File: config.mk
export PLATFORM = sky130hd
export DESIGN_NAME = uart_rx_fifo
export DESIGN_NICKNAME = d
export VERILOG_FILES = /design/src/rtl/uart_rx_fifo.sv
export SDC_FILE = /design/constraint.sdc
export NUM_CORES = 1
export LEC_CHECK = 0
export CAP_MARGIN = 25
export CORE_MARGIN = 2
export CORE_UTILIZATION = 30
export CTS_CLUSTER_SIZE = 16
export DETAILED_ROUTE_END_ITERATION = 10
export SYNTH_ARGS = -nofsm -noshare
export SYNTH_HDL_FRONTEND = slang
export SYNTH_SLANG_ARGS = --single-unit
File: constraint.sdc
create_clock -name clk -period 4.2 [get_ports clk]
set_clock_uncertainty 0.05 [all_clocks]
set_input_delay 0.84 -clock clk [delete_from_list [all_inputs] [get_ports clk]]
set_output_delay 0.84 -clock clk [all_outputs]
set_load 0.02 [all_outputs]
File: src/rtl/uart_rx_fifo.sv
`default_nettype none
// ============================================================================
// uart_rx_fifo : oversampled, majority-voted UART receiver feeding an
//                error-flagged first-word-fall-through receive FIFO
// Revision     : 1.0
// ============================================================================
module uart_rx_fifo #(
    parameter int OVS         = 16,
    parameter int FIFO_DEPTH  = 16,
    parameter int SYNC_STAGES = 2
) (
    input  logic                          clk,
    input  logic                          resetn,
    input  logic                          bclk,
    input  logic                          rxd,
    input  logic                          rx_en,
    input  logic                          read_en,
    input  logic                          parity_en,
    input  logic                          parity_type,
    input  logic [1:0]                    data_len,
    input  logic                          stop2,
    input  logic [1:0]                    rx_thr_val,
    output logic [7:0]                    data_out,
    output logic                          rx_fre,
    output logic                          rx_pe,
    output logic                          rx_brk,
    output logic                          rx_ov,
    output logic                          rx_thr,
    output logic                          rx_empty,
    output logic [$clog2(FIFO_DEPTH):0]   rx_level,
    output logic                          rx_bclk_en
);

    localparam int TW = $clog2(OVS);
    localparam int AW = $clog2(FIFO_DEPTH);
    localparam logic [TW-1:0] c_tick_s0   = TW'(OVS/2 - 1);
    localparam logic [TW-1:0] c_tick_s1   = TW'(OVS/2);
    localparam logic [TW-1:0] c_tick_s2   = TW'(OVS/2 + 1);
    localparam logic [TW-1:0] c_tick_last = TW'(OVS - 1);

    typedef enum logic [2:0] {
        S_IDLE    = 3'd0,
        S_START   = 3'd1,
        S_DATA    = 3'd2,
        S_PARITY  = 3'd3,
        S_STOP    = 3'd4,
        S_BRKWAIT = 3'd5
    } state_t;

    state_t                 state_q, state_d;
    logic [SYNC_STAGES-1:0] sync_q;
    logic                   prev_q;
    logic [TW-1:0]          tick_q, tick_d;
    logic [2:0]             bits_q, bits_d;
    logic [7:0]             data_q, data_d;
    logic [1:0]             samp_q, samp_d;
    logic                   seen1_q, seen1_d;
    logic                   pe_q, pe_d;
    logic                   fre_q, fre_d;
    logic                   stopn_q, stopn_d;

    logic                   w_rxd, w_vote, w_mid, w_end;
    logic                   w_push;
    logic [10:0]            w_push_entry;

    assign w_rxd = sync_q[SYNC_STAGES-1];

    always_ff @(posedge clk or negedge resetn) begin
        if (!resetn) begin
            sync_q  <= '1;
            prev_q  <= 1'b1;
            state_q <= S_IDLE;
            tick_q  <= '0;
            bits_q  <= '0;
            data_q  <= '0;
            samp_q  <= '0;
            seen1_q <= 1'b0;
            pe_q    <= 1'b0;
            fre_q   <= 1'b0;
            stopn_q <= 1'b0;
        end else begin
            sync_q  <= {sync_q[SYNC_STAGES-2:0], rxd};
            if (bclk) begin
                prev_q <= w_rxd;
            end
            state_q <= state_d;
            tick_q  <= tick_d;
            bits_q  <= bits_d;
            data_q  <= data_d;
            samp_q  <= samp_d;
            seen1_q <= seen1_d;
            pe_q    <= pe_d;
            fre_q   <= fre_d;
            stopn_q <= stopn_d;
        end
    end

    // Third vote sample is the live synced line, so every decision lands on tick OVS/2+1.
    assign w_vote = (samp_q[1] & samp_q[0]) | (samp_q[1] & w_rxd) | (samp_q[0] & w_rxd);
    assign w_mid  = bclk && (tick_q == c_tick_s2);
    assign w_end  = bclk && (tick_q == c_tick_last);

    always_comb begin
        state_d      = state_q;
        tick_d       = tick_q;
        bits_d       = bits_q;
        data_d       = data_q;
        samp_d       = samp_q;
        seen1_d      = seen1_q;
        pe_d         = pe_q;
        fre_d        = fre_q;
        stopn_d      = stopn_q;
        w_push       = 1'b0;
        w_push_entry = '0;

        if (bclk && state_q != S_IDLE && state_q != S_BRKWAIT) begin
            tick_d = w_end ? '0 : tick_q + TW'(1);
            if (tick_q == c_tick_s0) samp_d[0] = w_rxd;
            if (tick_q == c_tick_s1) samp_d[1] = w_rxd;
        end

        case (state_q)
            S_IDLE: begin
                if (bclk && rx_en && prev_q && !w_rxd) begin
                    state_d = S_START;
                    tick_d  = '0;
                    bits_d  = '0;
                    data_d  = '0;
                    seen1_d = 1'b0;
                    pe_d    = 1'b0;
                    fre_d   = 1'b0;
                    stopn_d = 1'b0;
                end
            end
            S_START: begin
                if (w_mid && w_vote) begin
                    state_d = S_IDLE;
                end else if (w_end) begin
                    state_d = S_DATA;
                end
            end
            S_DATA: begin
                if (w_mid) begin
                    data_d[bits_q] = w_vote;
                    seen1_d        = seen1_q | w_vote;
                end
                if (w_end) begin
                    if (bits_q == ({1'b0, data_len} + 3'd4)) begin
                        state_d = parity_en ? S_PARITY : S_STOP;
                    end else begin
                        bits_d = bits_q + 3'd1;
                    end
                end
            end
            S_PARITY: begin
                if (w_mid) begin
                    pe_d    = ((^data_q) ^ w_vote) != parity_type;
                    seen1_d = seen1_q | w_vote;
                end else if (w_end) begin
                    state_d = S_STOP;
                end
            end
            S_STOP: begin
                if (w_mid) begin
                    if (!stopn_q && !seen1_q && !w_vote) begin
                        w_push       = 1'b1;
                        w_push_entry = {1'b1, 1'b1, 1'b0, 8'h00};
                        state_d      = S_BRKWAIT;
                    end else if (stop2 && !stopn_q) begin
                        fre_d = fre_q | ~w_vote;
                    end else begin
                        w_push       = 1'b1;
                        w_push_entry = {1'b0, fre_q | ~w_vote, pe_q, data_q};
                        state_d      = S_IDLE;
                    end
                end else if (w_end) begin
                    stopn_d = 1'b1;
                end
            end
            S_BRKWAIT: begin
                if (bclk && w_rxd) begin
                    state_d = S_IDLE;
                end
            end
            default: state_d = S_IDLE;
        endcase

        if (!rx_en && state_q != S_IDLE) begin
            state_d = S_IDLE;
            w_push  = 1'b0;
        end
    end

    assign rx_bclk_en = (state_q != S_IDLE);

    logic [10:0] mem_q [FIFO_DEPTH];
    logic [AW:0] wr_q, rd_q;
    logic [10:0] hold_q;
    logic        ov_q;
    logic [AW:0] w_level, w_thr_lvl;
    logic        w_empty, w_full, w_pop, w_wr, w_ovf;
    logic [10:0] w_head;

    assign w_level = wr_q - rd_q;
    assign w_empty = (w_level == '0);
    assign w_full  = (w_level == (AW+1)'(FIFO_DEPTH));
    assign w_pop   = read_en && !w_empty;
    // A pop in the same cycle frees the slot, so a full FIFO still accepts the push.
    assign w_wr    = w_push && (!w_full || w_pop);
    assign w_ovf   = w_push && w_full && !w_pop;

    always_ff @(posedge clk) begin
        if (w_wr) begin
            mem_q[wr_q[AW-1:0]] <= w_push_entry;
        end
    end

    always_ff @(posedge clk or negedge resetn) begin
        if (!resetn) begin
            wr_q   <= '0;
            rd_q   <= '0;
            hold_q <= '0;
            ov_q   <= 1'b0;
        end else begin
            if (w_wr) wr_q <= wr_q + (AW+1)'(1);
            if (w_pop) begin
                rd_q   <= rd_q + (AW+1)'(1);
                hold_q <= mem_q[rd_q[AW-1:0]];
            end
            if (w_ovf) begin
                ov_q <= 1'b1;
            end else if (read_en) begin
                ov_q <= 1'b0;
            end
        end
    end

    always_comb begin
        w_thr_lvl = (AW+1)'(1);
        case (rx_thr_val)
            2'b00:   w_thr_lvl = (AW+1)'(1);
            2'b01:   w_thr_lvl = (AW+1)'(FIFO_DEPTH/4);
            2'b10:   w_thr_lvl = (AW+1)'(FIFO_DEPTH/2);
            default: w_thr_lvl = (AW+1)'(FIFO_DEPTH-2);
        endcase
    end

    // When empty, the last popped entry stays visible.
    assign w_head   = w_empty ? hold_q : mem_q[rd_q[AW-1:0]];
    assign data_out = w_head[7:0];
    assign rx_pe    = w_head[8];
    assign rx_fre   = w_head[9];
    assign rx_brk   = w_head[10];
    assign rx_ov    = ov_q;
    assign rx_thr   = (w_level >= w_thr_lvl);
    assign rx_empty = w_empty;
    assign rx_level = w_level;

endmodule
`default_nettype wire

# Word level (Yosys, flattened, before mapping)
# Memories as Yosys holds them, arrays and structs flattened.
# Cells that the tools add are included.
[totals]
register_bits = 49
latchBits = 0
ram_bits = 176
mem_bits_ro = 0
inputBits = 13
out_inout_bits = 20
wordCells = 172
mem_count = 1
[op_classes]
n_addsub = 6
multipliers = 0
div = 0
magnitude_cmp = 3
n_eq_ne = 35
shift = 0
n_mux = 55
bitwise = 9
reduce_logical = 47
[memory_table]
columns = ["memory", "depth", "width", "rd", "rd_clocked_by_memory_dff", "write_ports", "line", "source"]
rows = [
  ["mem_q", 16, 11, 1, 0, 1, "196", "logic [10:0] mem_q [FIFO_DEPTH];"],
]
[op_table]
columns = ["cell", "count"]
rows = [
  ["$mux 3", 16],
  ["$mux 11", 4],
  ["$ne 3x3->1 const B", 8],
  ["$ne 2x2->1 const B", 10],
  ["$logic_and 1x1->1", 18],
  ["$mux 1", 18],
  ["$pmux 3 s6", 1],
  ["$mux 4", 4],
  ["$mux 8", 2],
  ["$pmux 8 s2", 1],
  ["$eq 4x4->1 const B", 3],
  ["$pmux 4 s3", 1],
  ["$add 5x1->5 const B", 2],
  ["$mux 10", 1],
  ["$reduce_bool 2->1", 5],
  ["$reduce_and 3->1", 3],
  ["$reduce_and 9->1", 1],
  ["$bwmux 8", 1],
  ["$logic_not 1->1", 8],
  ["$ne 4x4->1 const B", 2],
  ["$pmux 1 s2", 4],
  ["$reduce_and 4->1", 2],
  ["$reduce_xor 8->1", 1],
  ["$eq 3x2->1 const B", 2],
  ["30 further kinds", 37],
]

# Depth between registers and ports, before layout
[depth]
depth_word = 12
depth_mapped = 12
mapped_depth_nobuf = 9

# Worst setup path after synthesis
# OpenSTA, ideal clock, no wires.
[synth_timing]
path_kind = "register to output"
start = "register rd_q[2]"
end = "output data_out[3]"
arrival_ns = 3.431
required_time_ns = 3.310
path_slack_ns = -0.121
path_stages_with_launch = 12
n_path_buf = 4
cell_sequence = "dfrtp_1 > clkbuf_1 > clkbuf_1 > inv_1 > clkbuf_1 > ha_1 > xnor2_1 > nor3_2 > or4b_4 > a2bb2oi_4 > buf_2 > mux2_2"
[synth_via]
elab_chain_len = 3
elab_cells_between_ends = 4
cone_classes = "add/sub (1); mux (1); reduce/logical (1); memory (1)"
[synth_lines]
columns = ["element", "line", "source"]
rows = [
  ["start, declared", "197", "logic [AW:0] wr_q, rd_q;"],
  ["start signal, assigned", "227", "rd_q <= rd_q + (AW+1)'(1);"],
  ["$sub 5x5->5", "204", "assign w_level = wr_q - rd_q;"],
  ["named net rx_level[2]", "30", "output logic [$clog2(FIFO_DEPTH):0] rx_level,"],
  ["$logic_not 5->1", "205", "assign w_empty = (w_level == '0);"],
  ["named net rx_empty", "29", "output logic rx_empty,"],
  ["$mux 11", "249", "assign w_head = w_empty ? hold_q : mem_q[rd_q[AW-1:0]];"],
  ["end, declared", "23", "output logic [7:0] data_out,"],
]
# The timed path passes the listed nets, and every way through them passes these cells.

# Worst setup path after layout
[layout_timing]
start = "register rd_q[0]"
end = "output rx_pe"
[layout_via]
elab_chain_len = 3
elab_cells_between_ends = 4
cone_classes = "add/sub (1); mux (1); reduce/logical (1); memory (1)"
[layout_lines]
columns = ["element", "line", "source"]
rows = [
  ["$sub 5x5->5", "204", ""],
  ["$logic_not 5->1", "205", ""],
  ["$mux 11 *", "249", ""],
  ["end, declared", "25", "output logic rx_pe,"],
]
# Mark *: on every way between the ends. The rest lies on a longest branch, timed or not.

==> metrics <==
Max H-tree Level 1; gr usage total 0.1269; slew margin rel. 0.4740; CP Max Fanout 3; I/O Pins 33; cell count after synthesis 629; worst hold path class flop to flop; Tmin final 4.198 ns; Setup WS pre-CTS 0.1613 ns; Clock Path Buffers 3; DIE HEIGHT 184.8 um; Wirelength per Cell 17.97 um; Static Leak 0.004286 uW; Starting DRT DRC Count 359; GPL Wtd Cong 0.7770; final net count 745; DPL Wire Length 13.35 mm; synthesized flop and latch total 225; synthesized cell area 9809 um2; worst setup margin 0.001755 ns; vias post-DR 5,533; DRC 0; Synth Area per Inst 15.60 um2; number of enable flip-flop cells after synthesis 176; post-synthesis cell type count 56; vias in the first global route 5,674; I/O Buffers 32; Overflow after GRT 0; Die X 184.8 um; core area 32,370 um2; worst path cell trace ha_4 -> fa_2 -> xnor2_2 -> nor3_2 -> or4b_4 -> a2bb2oi_4 -> buf_6 -> buf_6 -> mux2_4 -> buf_6; Worst R2R Setup Slack 0.70 ns; CP arrival 3.31 ns; Worst path slowest cell or4b_4; Worst-Margin Slew 0.7890 ns; Max Slew Vio Count 0; family with the most delay on the worst path simple AND/OR/NAND/NOR gates; Worst Setup Path Type flop to output port; Req. time, crit path 3.31 ns; final setup fails 0; gr busiest metal met2; Final Hold Viols 0; share of layout cells above drive strength 1 0.2527; TritonCTS Sinks 225; largest net degree at the start of global routing 48; area grow syn2layout 20.55%; Root Driver clkbuf_16; CTS tree built; peak supply drop 293.9 uV; Final Non-Filler Cells 1,174; placed cell count 1,113; Ant. Diodes 0; first-pass GRT wire length 33.15 mm; status finished clean; max cap viols 0; met2 usage 0.2192; commonest register cell after synthesis edfxtp_1; DRT Pass-1 Iters 4; Crit path top cell by count buf_6; worst path bufs/invs 3; GR Util met1 0.1665; RSZ-0062 raised after global routing yes; Max Freq 0.2382 GHz; mean number of vias per cell 4.713; yosys warns 0; Power Density 616.8 nW/um2; final wirelength 21.10 mm; cts bufs inserted 25; Die Area 34,160 um2; Seq/Total Area, Yosys 0.6642; startpoint types flop; Cell Rows 66; DRT antenna net count 0; hold buffer count at cts 0; Synth async-reset ratio 0.2178; initial core utilization 0.3030; Setup crit end kind output port; fin crit share 0.9996; Total Power 7294 uW; clk_lat worst skew 0.53 ns; M3 GR Usage 0.02104; clock slew at reported path FFs 0.06 ns; critical path's largest stage delay 0.51 ns; initial antenna violation count 0; syn nets 660
## timing repair
action | CTS | global route
endpoints found under the hold margin | 0 | 0
setup endpoints to repair | 12 | 11
pin swaps | 1 | 5
resized for setup | 47 | 46
cloned | 1 | 0
setup buffers | 12 | 5
## cell families after synthesis
family,count (synthesis),synth area share
buffers and inverters,43,0.01900
and+or+nand+nor,186,0.09452
adders and majority gates,19,0.02474
AOI/OAI and AO/OA,60,0.04273
DFF,225,0.6642
xor gates and xnor gates,25,0.02309
muxes,71,0.1318
## worst reg2reg max path, stage by stage, from the launching register on
cell and delay (ns):
dfrtp_2 0.42, ha_4 0.17, fa_2 0.39, xnor2_2 0.17, nor3_2 0.22, or4b_4 0.51
buf_4 0.17, a2111oi_4 0.45, nor2_2 0.22, and3_1 0.24, buf_4 0.20
## flip-flops by register name, indices dropped and copies added (netlist names)
| register | cells |
|---|---|
| stopn_q | 1 |
| pe_q | 1 |
| sync_q | 2 |
| state_q | 3 |
| samp_q | 2 |
| mem_q | 176 |
| bits_q | 3 |
| rx_ov | 1 |
| fre_q | 1 |
| data_q | 8 |
| prev_q | 1 |
| wr_q | 5 |
| tick_q | 4 |
| hold_q | 11 |
| seen1_q | 1 |
| rd_q | 5 |
## cells in the final DEF (no fill, tap or decap), types with 14 or more instances in the layout
cell | Yosys | routed
nand3_1 | 17 | 17
o21ai_0 | 18 | 18
edfxtp_1 | 176 | 176
and3_1 | 31 | 31
dfrtp_1 | 46 | 44
buf_6 | 2 | 15
a31oi_1 | 14 | 14
nand2_1 | 65 | 65
nor2_1 | 25 | 25
buf_4 | 1 | 46
ha_1 | 17 | 16
mux2_2 | 25 | 15
mux4_2 | 44 | 44
xnor2_1 | 17 | 16
inv_1 | 17 | 15
clkbuf_16 | 0 | 25
clkdlybuf4s50_1 | 0 | 19
## Yosys cell counts, types with 9 or more instances
cell      instances  area (um2)
mux2_2           25       281.5
xnor2_1          17       148.9
nor2b_1           9       56.30
inv_1            17       63.81
dfrtp_1          46        1151
clkbuf_1         17       63.81
ha_1             17       212.7
nand3_1          17       85.08
a31oi_1          14       87.58
nand2_1          65       244.0
o21ai_0          18       90.09
mux4_2           44       991.0
a21oi_1           9       45.04
nor2_1           25       93.84
and2_1           10       62.56
and3_1           31       193.9
nor3_1            9       45.04
edfxtp_1        176        5285
## layout make-up
cell class	instances	area (um2)
clock inverter	14	126.4
fill	3109	20550
timing repair buffer	84	743.2
multi-input combinational	361	3173
clock buffer	31	648.1
tap	442	553.0
inverter	17	63.81
sequential	225	6518
## per-layer routing
metal	share of wire	wire, um
met4	0.015	312
met1	0.44	9320
met2	0.49	10420
met5	0	0
met3	0.050	1047
## metrics by stage
stage          hold WS [ns]  instance area [um2]  TNS [ns]    util
2_1_floorplan        0.2952                 9812         0       -
3_3_place_gp         0.2958                10840         0  0.3350
3_5_place_dp         0.2976                10840         0  0.3350
4_1_cts              0.3068                11760   -0.5808  0.3632
5_1_grt              0.3103                11830   -0.7840  0.3653
6_report             0.3055                11830         0  0.3653
## power by group
| group | internal [uW] | total (uW) | switching [uW] |
|---|---|---|---|
| combinational | 1270 | 2590 | 1320 |
| clock | 1220 | 2080 | 858 |
| sequential | 2510 | 2630 | 119 |
## final timing paths
| check | cells past startpoint | to | startpoint |
|---|---|---|---|
| setup / recovery | 10 | rx_pe | rd_q[0] |
| hold / removal | 0 | sync_q[1] | sync_q[0] |
| setup reg to reg | 10 | mem_q[11][10] | rd_q[0] |
| hold reg to reg | 0 | sync_q[1] | sync_q[0] |
| max in group asynchronous | 2 | rd_q[1] | resetn |
| min in group asynchronous | 1 | state_q[0] | resetn |
(Power assumes the default switching activity.)
==> RTL edit 1 (same settings) <==
Reset style: synchronous (`resetn`), changed in 2 clocked blocks.
--- a/src/rtl/uart_rx_fifo.sv
+++ b/src/rtl/uart_rx_fifo.sv
@@ -65,7 +65,7 @@
 
     assign w_rxd = sync_q[SYNC_STAGES-1];
 
-    always_ff @(posedge clk or negedge resetn) begin
+    always_ff @(posedge clk) begin
         if (!resetn) begin
             sync_q  <= '1;
             prev_q  <= 1'b1;
@@ -215,7 +215,7 @@
         end
     end
 
-    always_ff @(posedge clk or negedge resetn) begin
+    always_ff @(posedge clk) begin
         if (!resetn) begin
             wr_q   <= '0;
             rd_q   <= '0;
Function: differs if resetn is asserted again (counterexample within 4 cycles, from zero or initial values and one cycle with resetn low); with resetn held inactive, the same outputs for 10 cycles.
==> RTL edit 1 against the unedited design <==
Sequential cell count is 4 higher; wire length is 0.83% higher; maximum frequency is 2.6% higher; count of clock-buffer cells in the layout stayed put; area after synthesis hardly changed; final cell count is 2.8% lower; die area hardly changed; worst setup slack better by 0.11 ns; design area is 2.9% lower; clock power is 5% lower; total power is 20% lower.
==> RTL edit 1: results <==
metrics = {
    "status": {
        "status": "completed",
    },
    "global_routing": {
        "grt_max_degree": 45,
        "grtUsageMet2_pct": 22.12,
        "gr-usage-met3_pct": 1.719,
        "grt_pass1_vias": 5549,
        "grt_use_met1_pct": 16.34,
        "grt_first_pass_wirelength_mm": 32.62,
        "grt.total_usage_pct": 12.61,
    },
    "clocking": {
        "htree_levels": 1,
        "numCtsBuffers": 24,
    },
    "place": {
        "place_ws_ns": 0.2420,
        "dpl.hpwl_mm": 13.02,
        "gp_congestion": 0.8080,
    },
    "finish": {
        "final_nets": 714,
        "drive_gt1_share_pct": 21.17,
    },
    "power_and_ir_drop": {
        "ir_drop_mv": 0.3097,
        "switchingPower_mw": 1.630,
        "p_leak_nw": 3.254,
    },
    "critical_path": {
        "crit_path_max_fanout": 13,
        "reg2reg_from": "wr_q[0]",
        "crit_slowest_cell": "fa_2",
        "arrival_ns": 3.20,
        "path_delay_family": "adder cells",
        "critPathMaxStageDelay_ns": 0.56,
    },
    "logic_synthesis": {
        "syn_inst": 629,
        "synth_commonest_cells": "edfxtp_1, mux4_2, dfxtp_1",
        "async_reset_ff_share_pct": 0,
        "synthTopCellsByArea": "edfxtp_1, mux4_2, dfxtp_1",
        "seq_area_frac_synth_pct": 64.74,
        "synth_cell_type_count": 59,
    },
    "worst_hold_path": {
        "worstHoldStart": "sync_q[0]",
    },
    "route": {
        "drt_first_pass_iters": 4,
        "wl_mm": 21.28,
        "first_iter_violations": 367,
        "via_per_inst": 4.798,
    },
    "floorplan": {
        "fp.dieArea_sq_um": 34130,
    },
    "sta": {
        "tightest_slew_ns": 0.8841,
    },
}
RTL edit 1: changes by cell type after synthesis, sizes merged, moves of 9 or more:
cell,before,now
nand2,65,33
dfrtp,46,0
a31oi,14,4
buf,9,18
mux2,25,11
a21oi,9,31
dfxtp,0,53
mux4,44,55
and3,31,16
o2bb2ai,0,11
RTL edit 1: area by class of cell:
cell class / count / area, sq um
clock buffer: 31 / 636.9
clock inverter: 11 / 100.1
fill: 3123 / 20890
inverter: 18 / 67.56
multi-input combinational: 350 / 3232
sequential: 229 / 6350
tap: 442 / 553.0
timing repair buffer: 60 / 541.8
RTL edit 1: routing by layer:
| layer | part of all wire (%) | wire length (microns) |
|---|---|---|
| met1 | 45 | 9528 |
| met2 | 50 | 10700 |
| met3 | 3.5 | 741 |
| met4 | 1.4 | 307 |
| met5 | 0 | 0 |
RTL edit 1: worst paths after layout:
path | to | slack, ns | cells after the start
setup / recovery | data_out[5] | 0.11 | 10
hold / removal | sync_q[1] | 0.38 | 1
setup reg to reg | mem_q[8][10] | 1.12 | 9
hold reg to reg | sync_q[1] | 0.38 | 1
RTL edit 1: what timing repair did:
item | 4_1_cts | 5_1_grt
setup endpoints to repair | 12 | 12
setup buffers | 0 | 0
gates resized for setup | 17 | 9
pin swaps | 0 | 1
RTL edit 1: power by group through the flow:
stage	combinational, mW	clock (mW)	sequential (mW)
3_3_place_gp	1.39	0	2.57
2_1_floorplan	0.957	0	2.54
6_report	1.34	1.98	2.53
4_1_cts	1.37	2.04	2.53
3_5_place_dp	1.39	0	2.57
5_1_grt	1.46	2.13	2.53
RTL edit 1: cell families (layout without fill, tap and decap cells):
| kind of cell | after synthesis | in the layout | share of synthesized area (%) |
|---|---|---|---|
| XOR/XNOR | 25 | 25 | 2.310 |
| adder cells (fa/ha/maj) | 19 | 19 | 2.489 |
| AO/OA/AOI/OAI | 82 | 82 | 5.374 |
| flip-flops | 229 | 229 | 64.74 |
| multiplexers | 72 | 72 | 14.51 |
| buffers and inverters | 50 | 120 | 2.527 |
| AND/OR/NAND/NOR | 152 | 152 | 8.042 |
RTL edit 1: stage by stage:
step           instances  instance area, sq um  util [%]  total power [mW]
2_1_floorplan        629                  9802         -             3.500
3_3_place_gp        1099                 10740     33.17             3.965
4_1_cts             1141                 11490     35.48             5.931
5_1_grt             1141                 11480     35.47             6.117
6_report            1141                 11480     35.47             5.847
3_5_place_dp        1099                 10740     33.17             3.968
==> RTL edit 2 (same flow settings) <==
Without the edit above. The parameter `OVS` goes from 16 to 32.
--- a/src/rtl/uart_rx_fifo.sv
+++ b/src/rtl/uart_rx_fifo.sv
@@ -5,7 +5,7 @@
 // Revision     : 1.0
 // ============================================================================
 module uart_rx_fifo #(
-    parameter int OVS         = 16,
+    parameter int OVS         = 32,
     parameter int FIFO_DEPTH  = 16,
     parameter int SYNC_STAGES = 2
 ) (
Formal check against the unedited RTL: same outputs for any inputs over 10 cycles, from zero or initial values and one cycle with resetn low; that may be too few to reach the edited logic, so the function may still have changed.
==> RTL edit 2 against the unedited design <==
Sequential cell count rose by 1; design area fell by 0.52%; area after synthesis rose by 1.9%; synthesized cell count rose by 2.9%; wire length fell by 4.8%; total power fell by 6.4%; register-to-register slack improved by 0.40 ns; maximum frequency rose by 2.6%; worst setup slack improved by 0.11 ns; critical path type unchanged.
==> RTL edit 2: results <==
metrics = {
    "power_and_ir_drop": {
        "p_leak_nw": 3.978,
        "ir_drop_mv": 0.3264,
    },
    "sta": {
        "tightest_slew_ns": 1.024,
        "min_period_ns": 4.092,
    },
    "critical_path": {
        "r2r-end": "hold_q[9]",
        "reg2regPathDepth": 12,
        "crit_path_max_fanout": 5,
        "path_delay_family": "adder cells",
        "arrival_ns": 3.20,
        "critPathMaxStageDelay_ns": 0.53,
        "endpoint": "data_out[6]",
    },
    "logic_synthesis": {
        "synth.net_count": 680,
        "synth_area_per_cell_sq_um": 15.45,
        "synth_cell_type_count": 57,
        "async_reset_ff_share_pct": 22.12,
        "seq_area_frac_synth_pct": 65.41,
        "synth_commonest_cells": "edfxtp_1, nand2_1, dfrtp_1",
    },
    "status": {
        "status": "completed",
    },
    "finish": {
        "final_cell_count_no_fill": 1166,
        "n_fill_cell": 3147,
        "final_nets": 739,
    },
    "place": {
        "dpl.hpwl_mm": 12.62,
        "gp_congestion": 0.7497,
    },
    "clocking": {
        "numCtsBuffers": 24,
    },
    "route": {
        "wire_per_inst_microns": 17.23,
        "drt_first_pass_iters": 6,
    },
    "global_routing": {
        "grt.total_usage_pct": 11.57,
    },
}
[RTL edit 2: worst register-to-register path: cells and delay by family, from the launching register on]
family	cells	cell delay [ns]
AND/OR/NAND/NOR	3	0.60
flip-flops	1	0.37
buffers and inverters	5	0.60
AO/OA/AOI/OAI	1	0.31
adder cells (fa/ha/maj)	2	0.69
multiplexers	1	0.38
[RTL edit 2: logic make-up after synthesis]
| logic type | after synthesis | share of synthesized area, % |
|---|---|---|
| flops | 226 | 65.41 |
| xor+xnor | 23 | 2.015 |
| fa+ha+maj | 21 | 2.678 |
| buf+inv | 56 | 2.816 |
| mux | 81 | 13.97 |
| simple gates | 179 | 8.910 |
| compound gates | 61 | 4.205 |
[RTL edit 2: layout make-up]
cell class	count	area [sq um]	share of cell area (%)
clock buffer	37	689.4	5.860
tap	442	553.0	4.701
inverter	21	78.83	0.6701
clock inverter	7	72.57	0.6169
multi-input combinational	365	3212	27.30
timing repair buffer	68	614.3	5.222
sequential	226	6544	55.63
[RTL edit 2: what timing repair did]
action,in CTS,in global routing
setup buffers,1,4
pin swaps,0,1
endpoints found under the setup margin,12,12
resized for setup,12,16
gates cloned,0,1
[RTL edit 2: per-layer routing]
metal	share of wire, %	vias to the layer above
li1	-	2572
met2	50	81
met5	0	-
met1	45	2785
met4	1.7	0
met3	3.0	25
[RTL edit 2: metrics by stage]
stage                     cell area (sq um)  hold WS, ns
after CTS                             11670       0.3060
after global routing                  11760       0.3082
after detailed placement              10910       0.2968
after floorplan                        9998       0.2952
after global placement                10910       0.2959
final                                 11760       0.3057
[RTL edit 2: report_power, final]
| group | internal (mW) | switching (mW) | total [mW] |
|---|---|---|---|
| registers | 2.51 | 0.121 | 2.63 |
| logic | 0.986 | 1.19 | 2.17 |
| clock network | 1.19 | 0.830 | 2.02 |
| total | 4.69 | 2.14 | 6.83 |
[RTL edit 2: worst min-delay path by stage]
stage               cells past startpoint  startpoint  slack [ns]         to
detailed placement                      0   sync_q[0]        0.30  sync_q[1]
finish                                  0   sync_q[0]        0.31  sync_q[1]
floorplan                               0   sync_q[0]        0.30  sync_q[1]
global route                            0   sync_q[0]        0.31  sync_q[1]
global placement                        0   sync_q[0]        0.30  sync_q[1]
CTS                                     0   sync_q[0]        0.31  sync_q[1]
